==> config.mk <==
export PLATFORM = sky130hd
export DESIGN_NAME = demux1_to_4_32b
export DESIGN_NICKNAME = d
export VERILOG_FILES = /design/src/rtl/demux1_to_4_32b.sv
export SDC_FILE = /design/constraint.sdc
export NUM_CORES = 1
export LEC_CHECK = 0
export BUFFER_PORTS_ARGS = -buffer_cell sky130_fd_sc_hd__buf_2
export CAP_MARGIN = 20
export CORE_MARGIN = 3
export CORE_UTILIZATION = 49
export DETAILED_ROUTE_END_ITERATION = 10
export PLACE_DENSITY = 0.8
export SLEW_MARGIN = 20
export SYNTH_ARGS = -nofsm -noshare
export SYNTH_HDL_FRONTEND = slang
export SYNTH_SLANG_ARGS = --single-unit
export TNS_END_PERCENT = 50
==> constraint.sdc <==
create_clock -name clk -period 5.56 [get_ports clk]
set_input_delay 0.278 -clock clk [delete_from_list [all_inputs] [get_ports clk]]
set_output_delay 0.278 -clock clk [all_outputs]
set_load 0.05 [all_outputs]
==> src/rtl/demux1_to_4_32b.sv <==
`default_nettype none
// ============================================================================
//  Module      : demux1_to_4_32b
//  Description : Registered 1-to-4 demultiplexer for the 32-bit datapath.
//                A single valid/ready source is steered by a 2-bit select
//                into one of four one-entry output buffers. Each buffer has
//                its own valid/ready handshake toward its sink and its own
//                accepted-word counter, so a stalled sink only blocks words
//                addressed to it.
//  Revision    : 1.0 - initial release
// ----------------------------------------------------------------------------
//  Ports
//    clk        in   1      rising-edge clock
//    rst        in   1      asynchronous, active-high reset
//    din        in   WIDTH  input data word
//    s          in   2      destination select (00->ch0 ... 11->ch3)
//    in_valid   in   1      source presents a word on din/s
//    in_ready   out  1      block can take the word this cycle
//    q0..q3     out  WIDTH  channel buffered data
//    v0..v3     out  1      channel buffer holds a word
//    r0..r3     in   1      sink takes the buffered word this cycle
//    cnt0..cnt3 out  CNT_W  words accepted into each channel (wraps)
// ============================================================================
module demux1_to_4_32b #(
  parameter int WIDTH = 32,
  parameter int CNT_W = 8
) (
  input  logic             clk,
  input  logic             rst,
  input  logic [WIDTH-1:0] din,
  input  logic [1:0]       s,
  input  logic             in_valid,
  output logic             in_ready,
  output logic [WIDTH-1:0] q0,
  output logic [WIDTH-1:0] q1,
  output logic [WIDTH-1:0] q2,
  output logic [WIDTH-1:0] q3,
  output logic             v0,
  output logic             v1,
  output logic             v2,
  output logic             v3,
  input  logic             r0,
  input  logic             r1,
  input  logic             r2,
  input  logic             r3,
  output logic [CNT_W-1:0] cnt0,
  output logic [CNT_W-1:0] cnt1,
  output logic [CNT_W-1:0] cnt2,
  output logic [CNT_W-1:0] cnt3
);

  localparam int c_NCH = 4;

  // Sink-ready bits gathered into a vector so the select can index them.
  logic [c_NCH-1:0]       w_rdy;
  // Per-channel buffer-valid bits, collected from the channel slices.
  logic [c_NCH-1:0]       w_v;
  // Flattened per-channel data and counter buses.
  logic [c_NCH*WIDTH-1:0] w_q_flat;
  logic [c_NCH*CNT_W-1:0] w_cnt_flat;
  logic                   w_accept;

  assign w_rdy = {r3, r2, r1, r0};

  // The selected buffer can take a word when it is empty or is being drained
  // on this same edge. Deliberately independent of in_valid so the source
  // may look at in_ready before committing.
  assign in_ready = ~w_v[s] | w_rdy[s];
  assign w_accept = in_valid & in_ready;

  // --------------------------------------------------------------------------
  // One buffer slice per channel.
  // --------------------------------------------------------------------------
  generate
    for (genvar g_k = 0; g_k < c_NCH; g_k++) begin : g_ch
      localparam logic [1:0] c_SEL = 2'(g_k);

      logic             w_load;
      logic             w_xfer;
      logic             r_v;
      logic [WIDTH-1:0] r_q;
      logic [CNT_W-1:0] r_cnt;

      assign w_load = w_accept & (s == c_SEL);
      assign w_xfer = r_v & w_rdy[g_k];

      // A load wins over a transfer: when the sink drains and the source
      // refills on the same edge, the new word replaces the old one and the
      // valid bit stays high (pass-through at one word per cycle).
      always_ff @(posedge clk or posedge rst) begin
        if (rst) begin
          r_v   <= 1'b0;
          r_q   <= '0;
          r_cnt <= '0;
        end else if (w_load) begin
          r_v   <= 1'b1;
          r_q   <= din;
          r_cnt <= r_cnt + CNT_W'(1);
        end else if (w_xfer) begin
          // Data is left in place; only the valid flag drops.
          r_v   <= 1'b0;
        end
      end

      assign w_v[g_k]                       = r_v;
      assign w_q_flat[g_k*WIDTH +: WIDTH]   = r_q;
      assign w_cnt_flat[g_k*CNT_W +: CNT_W] = r_cnt;
    end
  endgenerate

  // --------------------------------------------------------------------------
  // Output mapping
  // --------------------------------------------------------------------------
  assign v0 = w_v[0];
  assign v1 = w_v[1];
  assign v2 = w_v[2];
  assign v3 = w_v[3];

  assign q0 = w_q_flat[0*WIDTH +: WIDTH];
  assign q1 = w_q_flat[1*WIDTH +: WIDTH];
  assign q2 = w_q_flat[2*WIDTH +: WIDTH];
  assign q3 = w_q_flat[3*WIDTH +: WIDTH];

  assign cnt0 = w_cnt_flat[0*CNT_W +: CNT_W];
  assign cnt1 = w_cnt_flat[1*CNT_W +: CNT_W];
  assign cnt2 = w_cnt_flat[2*CNT_W +: CNT_W];
  assign cnt3 = w_cnt_flat[3*CNT_W +: CNT_W];

endmodule
`default_nettype wire
==> results.toml, run 1 <==
[layout]
mostFrequentLayoutCell = "buf_2"
diodes = 0
syn2layout_area_growth_pct = 28.0
final_nets = 728
fillerInstances = 944
regArea_um2 = 4100
multi_input_comb_area_um2 = 2170
most-common-layout-cells = "buf_2 (205), dfrtp_1 (164), nand2_1 (112)"
drive_gt1_share_pct = 49.8

[logic_synthesis]
synth_adder_area_share_pct = 0.787
synthMuxAreaShare_pct = 17.9
syn_area_um2 = 6360
syn-instance-count = 475
ys_seq_elements = 164
synthDominantAreaCellType = "dfrtp_1"
synthTopCellsByArea = "dfrtp_1 (65%), mux2_2 (17%), nand2_1 (6.6%)"
synth-compound-area-share_pct = 0.0787
ys_warn_count = 0
syn_nets = 520
synthDistinctLibCells = 30
yosysSeqAreaShare_pct = 64.5
yosysTopAreaCellShare_pct = 64.5
synth_xor_area_share_pct = 3.97
syn_avg_cell_area_um2 = 13.4
yosys.area_share.simple_pct = 11.0
synth_top_family_by_area = "multiplexers"

[clock_network]
post_cts_buffers = 0
cts_tree = "yes"
cts-root-buf = "clkbuf_16"
cts.sinks = 164
h-tree-depth = 4
clockBufferDepth = 2
ctsHoldBuffers = 0
cts_resized = 0
path_clk_slew_ns = 0.06
numCtsBuffers = 17
clk_latency_ns = 0.41

[placed_design]
hpwl_um = 9860
pre_cts_ws_ns = 3.43
gp_congestion = 0.777
port_buffers = 205

[critical_path]
critPathTopFamily = "simple AND/OR/NAND/NOR gates"
timing.critical_path.to_type = "register"
arrival_ns = 2.31
crit_fanout = 41
critical_path_class = "reg -> reg"
reg2reg_depth = 3
required_ns = 5.85
cpPeakStageDelay_ns = 0.97
cp_num_buf_inv = 0
crit_chain = "nand2b_1 -> and4b_2 -> mux2_2"
path_depth = 3
startpoint_type = "register"
slowest_stage = "and4b_2"

[grt]
grt_pass1_vias = 4717
track_usage_pct = 21.0
grt_pass1_wl_um = 24000
antenna_found_initial = 0
grt-ovfl-total = 0
grt_start_max_net_pins = 104

[power]
power_frac_clock_pct = 26.4
power_leakage_nw = 4.08
switchingPower_mw = 1.83
p_int_mw = 2.53
power_mw = 4.36
p_seq_share_pct = 37.5
p_comb_share_pct = 36.1
swShare_pct = 41.9
p_per_area_nw_per_um2 = 535
peakVddDrop_mv = 0.272

[route]
dr.pass1.iters = 6
drt_wl_total_um = 14400
drt-vias-per-instance = 5.06
drc = 0
ant_nets = 0
drt-initial-drc-count = 270
vias = 4371
wire_per_inst_um = 16.7

[timing]
setup_violations = 0
rsz0062_at_grt = "no"
final-hold-violation-count = 0
relSlewSlack_pct = 29.6
clock.fmax_mhz = 494
clock_skew_ns = 0.00621
tightest_slew_ns = 1.06
tns_ns = 0
timing.final.ws_setup_ns = 3.54
min_period_over_period_pct = 36.4
drv_slew = 0
min_period_ns = 2.02

[die]
die_area_um2 = 14400
fp.coreArea_um2 = 12400
num_rows = 40
ios = 206
fp.dieH_um = 120
die_x_um = 120
start_util_pct = 51.5

[status]
status = "finished, final reports clean"

[hold_path]
hp-class = "in -> async"

[job]
drv_cap = 0
power groups by stage:
stage / Clock, mW / Combinational, mW / Sequential [mW]
floorplan: 0 / 0.294 / 2.53
global placement: 0 / 1.56 / 1.63
detailed placement: 0 / 1.59 / 1.65
CTS: 1.17 / 1.59 / 1.63
global route: 1.23 / 1.65 / 1.67
finish: 1.15 / 1.57 / 1.63
sequential cells by signal (all words and copies together), names as in the netlist:
| signal | flops |
|---|---|
| cnt0 | 8 |
| cnt1 | 8 |
| cnt2 | 8 |
| cnt3 | 8 |
| q0 | 32 |
| q1 | 32 |
| q2 | 32 |
| q3 | 32 |
| v0 | 1 |
| v1 | 1 |
| v2 | 1 |
| v3 | 1 |
per-layer routing:
| layer | vias to the layer above | global-route usage [%] | part of all wire (%) |
|---|---|---|---|
| met5 | - | 0 | 0 |
| li1 | 2009 | - | - |
| met4 | 0 | 7.09 | 1.3 |
| met1 | 2193 | 24.1 | 40 |
| met3 | 20 | 6.36 | 6.5 |
| met2 | 149 | 37.4 | 52 |
cell usage after synthesis:
library cell,count
dfrtp_1,164
and4b_1,1
and3_1,5
mux2_1,1
clkbuf_1,7
nand2b_1,4
and2_1,2
nand2b_4,1
mux4_2,1
nor3_2,1
nor2b_1,2
mux2_2,98
xnor2_2,1
and4_1,1
o21ai_0,1
nor4_2,1
nor3b_1,1
nand2_1,112
or3_1,1
inv_1,4
nand4_1,13
nor3_1,1
xnor2_1,23
nor2_1,2
ha_1,4
nand3_1,5
xor2_1,4
buf_6,1
buf_2,12
or3_4,1
final cells by class:
class | instances | area share (%)
Timing Repair Buffer | 209 | 13.0
Clock buffer | 23 | 5.99
Sequential cell | 164 | 50.4
Multi-Input combinational cell | 287 | 26.6
Inverter | 4 | 0.246
Clock inverter | 8 | 1.23
Tap cell | 168 | 2.58
final timing paths:
path | start | to | slack (ns)
worst max-delay path | v2 | q2[18] | 3.54
worst min-delay path | rst | q2[14] | 0.06
worst max register to register | v2 | q2[18] | 3.54
worst min register to register | cnt0[7] | cnt0[7] | 0.47
max in group asynchronous | rst | cnt0[4] | 4.21
min in group clk | din[21] | q0[21] | 0.10
worst reg2reg max path, stage by stage, from the launching register on:
cell      delay (ns)
dfrtp_1         0.38
nand2b_1        0.11
and4b_2         0.97
mux2_2          0.45
stage by stage:
| stage | area [um2] | hold WS [ns] | utilization [%] | cells |
|---|---|---|---|---|
| floorplan | 6360 | 0.383 | - | 475 |
| global placement | 7560 | 0.454 | 61.1 | 832 |
| detailed placement | 7560 | 0.456 | 61.1 | 832 |
| CTS | 8140 | 0.0784 | 65.9 | 863 |
| global route | 8140 | 0.0922 | 65.9 | 863 |
| finish | 8140 | 0.0584 | 65.9 | 863 |
kinds of logic after synthesis:
family                   after synthesis
flip-flops                           164
AND/OR/NAND/NOR                      154
multiplexers                         100
XOR/XNOR                              28
buffers and inverters                 24
adder cells (fa/ha/maj)                4
AO/OA/AOI/OAI                          1
No activity file was read; power rests on OpenSTA's default activity.
==> run 2, diff against run 1 <==
- CORE_UTILIZATION: 49 -> 46
- PLACE_DENSITY: 0.8 -> 0.78
- clock period: 5.56 -> 1.7 ns (I/O delays scaled with it)
==> run 2 against run 1 <==
Net effect: critical path depth grew 2; via count increased by 4.5%; clock power grew to 3.4 times the previous value; die area rose by 6.2%; clock skew increased by 0.00087 ns; cell count rose by 6.6%; count of clock-buffer cells in the layout decreased by 3; sequential power increased to 3.3 times the previous value; register-to-register slack worse by 3.5 ns; total power rose to 3.3 times the previous value; critical endpoint is now in_ready.
==> results.toml, run 2 (synthesized netlist as in run 1, its figures left out) <==
[timing]
relSlewSlack_pct = 68.0
setup_violations = 0
tns_ns = 0
final-hold-violation-count = 0
clock_skew_ns = 0.00707
holdWs_ns = 0.0273
min_period_over_period_pct = 99.2
timing.final.ws_setup_ns = 0.0132
clock.fmax_mhz = 593
drv_slew = 0
rsz0062_at_grt = "yes"
min_period_ns = 1.69
tightest_slew_ns = 0.479

[route]
drt-initial-drc-count = 193
wire_per_inst_um = 16.6
drc = 0
drt-vias-per-instance = 4.97
vias = 4569
dr.pass1.iters = 6
drt_wl_total_um = 15300
ant_nets = 0

[die]
die_area_um2 = 15300
fp.dieH_um = 124
start_util_pct = 47.5
num_rows = 42
die_x_um = 124
ios = 206
fp.coreArea_um2 = 13400

[layout]
final_nets = 777
instances_no_fill = 920
most-common-layout-cells = "buf_2 (204), dfrtp_1 (164), nand2_1 (112)"
utilization_pct = 65.0
drive_gt1_share_pct = 48.0
syn2layout_area_growth_pct = 36.9
diodes = 0
finalInstanceArea_um2 = 8710
mostFrequentLayoutCell = "buf_2"

[grt]
grt-ovfl-total = 0
grt_pass1_wl_um = 24300
grt_start_max_net_pins = 92
antenna_found_initial = 0
grt_pass1_vias = 4831
track_usage_pct = 20.6

[job]
drv_cap = 0

[placed_design]
gp_congestion = 0.773
dpl.cell_count = 847
port_buffers = 205
placed_area_um2 = 7680
hpwl_um = 10400
pre_cts_ws_ns = 0.127

[power]
p_per_area_nw_per_um2 = 1670
power_mw = 14.5
peakVddDrop_mv = 0.955
power_leakage_nw = 4.32

[critical_path]
startpoint_type = "input pin"
required_ns = 1.62
critical_path_class = "in -> out"
crit_fanout = 2
arrival_ns = 1.60
timing.critical_path.to_type = "primary output"

[clock_network]
cts_tree = "yes"
clockBufferDepth = 2
clk_latency_ns = 0.42
h-tree-depth = 4
cts-root-buf = "clkbuf_16"
numCtsBuffers = 17
path_clk_slew_ns = 0.06
cts.sinks = 164

[hold_path]
hp-class = "in -> reg"

[status]
status = "finished, final reports clean"
==> run 2: changes by cell type in the layout (fill, tap and decap cells not counted), sizes merged <==
cell         previous run  this run
inv                     4         5
clkbuf                 23        20
dlygate4sd3             0        39
bufinv                  2         3
clkinvlp                1         2
buf                   209       219
==> run 2: worst max-delay path, cell delays in order <==
cell,delay [ns]
dlygate4sd3_1,0.55
buf_2,0.13
nand2b_1,0.14
mux4_2,0.51
buf_6,0.18
==> run 2: layout make-up <==
class                   instances  area, um2
repair buffers                258       1590
clock buffers                  20        457
multi-input cells             287       2170
clock inverters                11        151
well taps                     176        220
flip-flops and latches        164       4100
inverters                       4       18.8
fillers                      1003       4690
==> run 2: where the power goes <==
part / internal [mW] / leakage [nW] / switching (mW) / total [mW]
logic: 1.32 / 2.02 / 3.95 / 5.27
clock network: 2.39 / 0.297 / 1.52 / 3.91
registers: 4.73 / 2.00 / 0.609 / 5.34
==> run 2: final timing paths <==
| kind | startpoint | end | slack, ns | cells past startpoint |
|---|---|---|---|---|
| min in group asynchronous | rst | q0[4] | 0.36 | 4 |
| max in group asynchronous | rst | q3[20] | 0.94 | 4 |
| worst max register to register | v3 | cnt3[3] | 0.07 | 6 |
| worst max-delay path | r0 | in_ready | 0.01 | 5 |
| worst min register to register | cnt3[7] | cnt3[7] | 0.47 | 1 |
| worst min-delay path | in_valid | v1 | 0.03 | 3 |
==> run 2: routing by layer <==
layer / share of wire [%] / track usage [%] / vias up
met5: 0 / 0 / -
met4: 2.1 / 8.37 / 0
met3: 5.9 / 5.50 / 27
met2: 50 / 34.6 / 160
met1: 42 / 25.3 / 2273
li1: - / - / 2109
==> run 2: repair_timing <==
action | 4_1_cts | 5_1_grt
hold buffers | 39 | 0
gates resized for setup | 2 | 0
hold endpoints to repair | 296 | 0
setup buffers | 1 | 2
cloned | 0 | 0
endpoints found under the setup margin | 1 | 1
